$ cat config.mk
export PLATFORM = sky130hd
export DESIGN_NAME = fifo_ram_ctrl
export DESIGN_NICKNAME = d
export VERILOG_FILES = /design/src/rtl/fifo_ram_ctrl.sv
export SDC_FILE = /design/constraint.sdc
export NUM_CORES = 1
export LEC_CHECK = 0
export BUFFER_PORTS_ARGS = -buffer_cell sky130_fd_sc_hd__clkbuf_2
export CAP_MARGIN = 20
export CORE_UTILIZATION = 55
export CTS_CLUSTER_DIAMETER = 50
export DETAILED_ROUTE_END_ITERATION = 7
export MAX_ROUTING_LAYER = met4
export PLACE_DENSITY = 0.85
export SKIP_LAST_GASP = 1
export SYNTH_ARGS = -nofsm -noshare
export SYNTH_HDL_FRONTEND = slang
export SYNTH_SLANG_ARGS = --single-unit
export TNS_END_PERCENT = 5
$ cat constraint.sdc
create_clock -name clk -period 8.4 [get_ports clk]
set_input_delay 1.26 -clock clk [delete_from_list [all_inputs] [get_ports clk]]
set_output_delay 1.26 -clock clk [all_outputs]
set_load 0.005 [all_outputs]
$ cat src/rtl/fifo_ram_ctrl.sv
// fifo_ram_ctrl: FIFO controller over an external 1-cycle-latency dual-port RAM,
// with a 2-entry output buffer so continuous pops see no bubbles.
module fifo_ram_ctrl #(
  parameter int words = 8,
  parameter int width = 8,
  localparam int addr_bits = $clog2(words)
) (
  input  logic                 clk,
  input  logic                 reset_n,
  input  logic                 flush,
  input  logic                 push,
  input  logic [width-1:0]     wdata,
  output logic                 full,
  input  logic                 pop,
  output logic [width-1:0]     rdata,
  output logic                 rd_valid,
  output logic [addr_bits:0]   count,
  output logic                 overflow,
  output logic                 underflow,
  output logic [addr_bits-1:0] ram_addr_a,
  output logic                 ram_wr_en_a,
  output logic [width-1:0]     ram_wdata_a,
  output logic [addr_bits-1:0] ram_addr_b,
  output logic                 ram_wr_en_b,
  output logic [width-1:0]     ram_wdata_b,
  input  logic [width-1:0]     ram_q_b
);
  logic [addr_bits:0]   count_q, count_d, ram_entries;
  logic [addr_bits-1:0] wr_ptr_q, wr_ptr_d, rd_ptr_q, rd_ptr_d;
  logic [1:0]           occ_q, occ_d, occ_s;
  logic                 inflight_q, inflight_d;
  logic [width-1:0]     buf0_q, buf0_d, buf1_q, buf1_d, buf0_s;
  logic                 overflow_q, overflow_d, underflow_q, underflow_d;
  logic                 acc_push, acc_pop, fetch, capture;

  always_comb begin
    full        = count_q == (addr_bits+1)'(words);
    rd_valid    = occ_q != 2'd0;
    acc_push    = push && !full && !flush;
    acc_pop     = pop && rd_valid && !flush;
    // entries still sitting in RAM: total minus those buffered or on their way out
    ram_entries = count_q - (addr_bits+1)'(occ_q) - (addr_bits+1)'(inflight_q);
    fetch       = !flush && ram_entries != '0 &&
                  ({1'b0, occ_q} + {2'b0, inflight_q} < 3'd2 + {2'b0, acc_pop});
    capture     = inflight_q && !flush;
    occ_s       = occ_q - 2'(acc_pop);
    buf0_s      = acc_pop ? buf1_q : buf0_q;
    count_d     = flush ? '0 : count_q + (addr_bits+1)'(acc_push) - (addr_bits+1)'(acc_pop);
    wr_ptr_d    = flush ? '0 : wr_ptr_q + addr_bits'(acc_push);
    rd_ptr_d    = flush ? '0 : rd_ptr_q + addr_bits'(fetch);
    inflight_d  = fetch;
    buf0_d      = flush ? '0 : (capture && occ_s == 2'd0) ? ram_q_b : buf0_s;
    buf1_d      = flush ? '0 : (capture && occ_s == 2'd1) ? ram_q_b : buf1_q;
    occ_d       = flush ? 2'd0 : occ_s + 2'(capture);
    overflow_d  = push && full && !flush;
    underflow_d = pop && !rd_valid && !flush;
    ram_wr_en_a = acc_push && reset_n;
    ram_addr_a  = wr_ptr_q;
    ram_wdata_a = wdata;
    ram_addr_b  = rd_ptr_q;
    ram_wr_en_b = 1'b0;
    ram_wdata_b = '0;
    rdata       = buf0_q;
    count       = count_q;
    overflow    = overflow_q;
    underflow   = underflow_q;
  end

  always_ff @(posedge clk or negedge reset_n) begin
    if (!reset_n) begin
      count_q     <= '0;
      wr_ptr_q    <= '0;
      rd_ptr_q    <= '0;
      occ_q       <= 2'd0;
      inflight_q  <= 1'b0;
      buf0_q      <= '0;
      buf1_q      <= '0;
      overflow_q  <= 1'b0;
      underflow_q <= 1'b0;
    end else begin
      count_q     <= count_d;
      wr_ptr_q    <= wr_ptr_d;
      rd_ptr_q    <= rd_ptr_d;
      occ_q       <= occ_d;
      inflight_q  <= inflight_d;
      buf0_q      <= buf0_d;
      buf1_q      <= buf1_d;
      overflow_q  <= overflow_d;
      underflow_q <= underflow_d;
    end
  end
endmodule

==> summary.md <==
| Metric | Value |
|---|---|
| Status | completed |
| Synth Cell Area | 1900 um2 |
| Min-delay worst type | reg -> reg |
| Fill count | between 200 and 300 |
| Final worst slack | 4.78 ns |
| CTS tree | built |
| Setup CP Type | in -> out |
| Port Buffers | 35 |
| Crit path required time | 7.14 ns |
| Sink Count | 31 |
| DR vias/cell | 5.18 |
| Routed Antenna Nets | 0 |
| Starting Density | ~60% |
| Final period util | 43.1% |
| Post-synthesis cell count | 180 |
| Vias in the first global route | between 1000 and 1500 |
| HPWL Detailed | 2480 um |
| CTS clk-pin slew, worst paths | 0.10 ns |
| Share of layout cells above drive strength 1 | 27.3% |
| Synth unique cells | 32 |
| Nets | 249 |
| Sum Neg Setup Slack | 0 ns |
| Dpl cells | 245 |
| Die H | 60.8 um |
| Maximum vdd drop | 0.159 mV |
| Grt ovf | 0 |
| Power per cell area | 320 nW/um2 |
| Largest net degree at the start of global routing | 36 |
| Synth Area per Inst | 10.6 um2 |
| Synth area leader | dfrtp_1 |
| Worst Max-Slew Pin Slew | 0.776 ns |
| Crit path max fanout | 35 |
| Max Clk Rate | 276 MHz |
| Via count | 1310 |
| Crit path DAT | around 2.4 ns |
| CTS Buf Count | 5 |
| Core area | 3150 um2 |
| Worst slew margin | 48.1% |
| Post-Layout Cell Count | ~250 |
| Row count | 20 |
| Endpoints failing setup | 0 |
| DR iter-0 viols | 43 |
| CP max stage delay | about 0.43 ns |
| Setup slack at placement | 4.57 ns |
| EDFF count, synth | 0 |
| YS warnings | 0 |
| Overall routing resource usage | 22.7% |
| # hold bufs at CTS | 0 |
| Area contributors post-synth | dfrtp_1, ha_1, buf_4, mux2_2, nor2b_1 |
| Setup Skew | approximately 0.0055 ns |
| Seq/Total Area, Yosys | 40.8% |
| GP Congestion | 0.806 |
| Final Hold Fails | 0 |
| Worst-path cell chain | clkbuf_2, nor3b_1, and2_1, clkbuf_2 |
| CP delay by family, top | simple AND/OR/NAND/NOR gates |
| Cell leakage power | 0.00112 uW |
| Initial antenna violation count | 0 |
| Num ports | 61 |
| Antenna diodes | 0 |
| Clock latency on the worst-skew pair | around 0.34 ns |
| CP most frequent cell | clkbuf_2 |
| Share of the synthesized area in the top cell type | 40.8% |
| Critical path endpoint category | output pin |
| Buf/Inv on CP | 2 |
| Slowest cell on crit path | nor3b_1 |
| Clk root buf | clkbuf_4 |
| Routed len/inst | 13.8 um |
| Drt pass-1 iters | 4 |
| Clock tree buffer depth | 2 |
| Hold WS | 0.555 ns |
| Post-synth top flop | dfrtp_1 |
| Post-CTS Repair Setup Buffers | 0 |
| Drc violations | 0 |
| First-pass GRT wire length | roughly 5700 um |
| P&R area growth vs syn | 10.5% |
| Maxcap violations | 0 |
| RSZ-0062 raised after global routing | false |
| Die width | about 61 um |
| Worst setup SP type | primary input |
| Final slew viol count | 0 |
| Crit path time final | between 3 and 4 ns |
| Post-Route WL | 3480 um |
| Flops & latches, synth | 31 |
| Post_cts resized | 0 |
| Ys async rst share | 100% |
| Die ar. | between 3000 and 4000 um2 |
| H-tree lvl count | 2 |
==> layer usage <==
metal | vias up | part of all wire (%) | GRT usage (%)
met5 | - | 0 | -
met4 | 0 | 1.5 | 9.09
met3 | 12 | 4.7 | 6.40
met2 | 50 | 51 | 38.6
met1 | 616 | 43 | 25.1
li1 | 632 | - | -
==> cell families after synthesis <==
kind of cell / Yosys count / synth area share, %
AND/OR/NAND/NOR: 63 / 18.7
buffers and inverters: 33 / 10.7
flip-flops: 31 / 40.8
adder cells (fa/ha/maj): 20 / 14.4
AO/OA/AOI/OAI: 16 / 6.52
multiplexers: 10 / 5.93
XOR/XNOR: 6 / 2.77
other: 1 / 0.197
==> where the power goes <==
part | leakage, uW | switching (uW) | internal, uW | total, uW
sequential | 0.000421 | 36.3 | 190 | 226
combinational | 0.000645 | 157 | 144 | 300
clock | 0.0000525 | 53.6 | 92.9 | 146
==> final cells by class <==
class | count | area, um2 | share of cell area, %
well taps | 44 | 55.1 | 2.62
flip-flops and latches | 31 | 776 | 36.9
clock buffers | 6 | 41.3 | 1.97
multi-input cells | 124 | 951 | 45.3
repair buffers | 35 | 175 | 8.34
clock inverters | 2 | 60.1 | 2.86
inverters | 11 | 41.3 | 1.97
==> placed cells by master (no fill, tap or decap), types with 5 or more instances in the layout <==
cell type	instances
mux2_2	10
conb_1	9
dfrtp_1	31
nor2b_1	15
a311oi_1	8
clkbuf_2	35
clkbuf_4	5
nand2_1	17
xnor2_1	5
ha_1	17
inv_1	11
nor2_1	9
nor3_1	9
==> metrics by stage <==
step	util (%)	cell area (um2)	power (uW)
after floorplan	-	1930	453
after global placement	63.4	2000	518
after detailed placement	63.4	2000	527
after CTS	66.6	2100	678
after global routing	66.6	2100	729
final	66.6	2100	672
==> sequential cells by signal (all words and copies together), names as in the netlist <==
| signal | cells |
|---|---|
| overflow | 1 |
| inflight_q | 1 |
| occ_q | 2 |
| ram_addr_b | 3 |
| count | 4 |
| ram_addr_a | 3 |
| rdata | 8 |
| underflow | 1 |
| buf1_q | 8 |
==> synthesized netlist by cell type (2+ instances only) <==
cell type,n
dfrtp_1,31
xnor2_1,5
or2_2,2
inv_1,11
nor2b_1,15
fa_1,3
buf_4,17
a311oi_1,8
nor3b_1,3
buf_6,2
mux2_2,10
nand2_1,17
nor3_1,9
nand2b_1,2
nand3b_4,2
nor2_1,9
clkbuf_1,3
ha_1,17
==> tightest hold or removal path, stage by stage (launching register included) <==
cell and delay (ns):
dfrtp_1 0.38, nand2_1 0.06, a311oi_1 0.08
==> final timing paths <==
check                                      start                       to  slack, ns  cells past startpoint
min in group asynchronous                reset_n  ram_addr_b[2]$_DFF_PN0_       0.97                      1
max in group asynchronous                reset_n     rdata[1]$_DFFE_PN0P_       6.94                      1
min                        buf1_q[5]$_DFFE_PN0P_     rdata[5]$_DFFE_PN0P_       0.55                      2
max                                        flush              ram_wr_en_a       4.78                      4
min reg2reg                buf1_q[5]$_DFFE_PN0P_     rdata[5]$_DFFE_PN0P_       0.55                      2
max reg2reg                   occ_q[0]$_DFF_PN0_  ram_addr_b[1]$_DFF_PN0_       5.06                     12
Power figures use the tool's default switching activity.
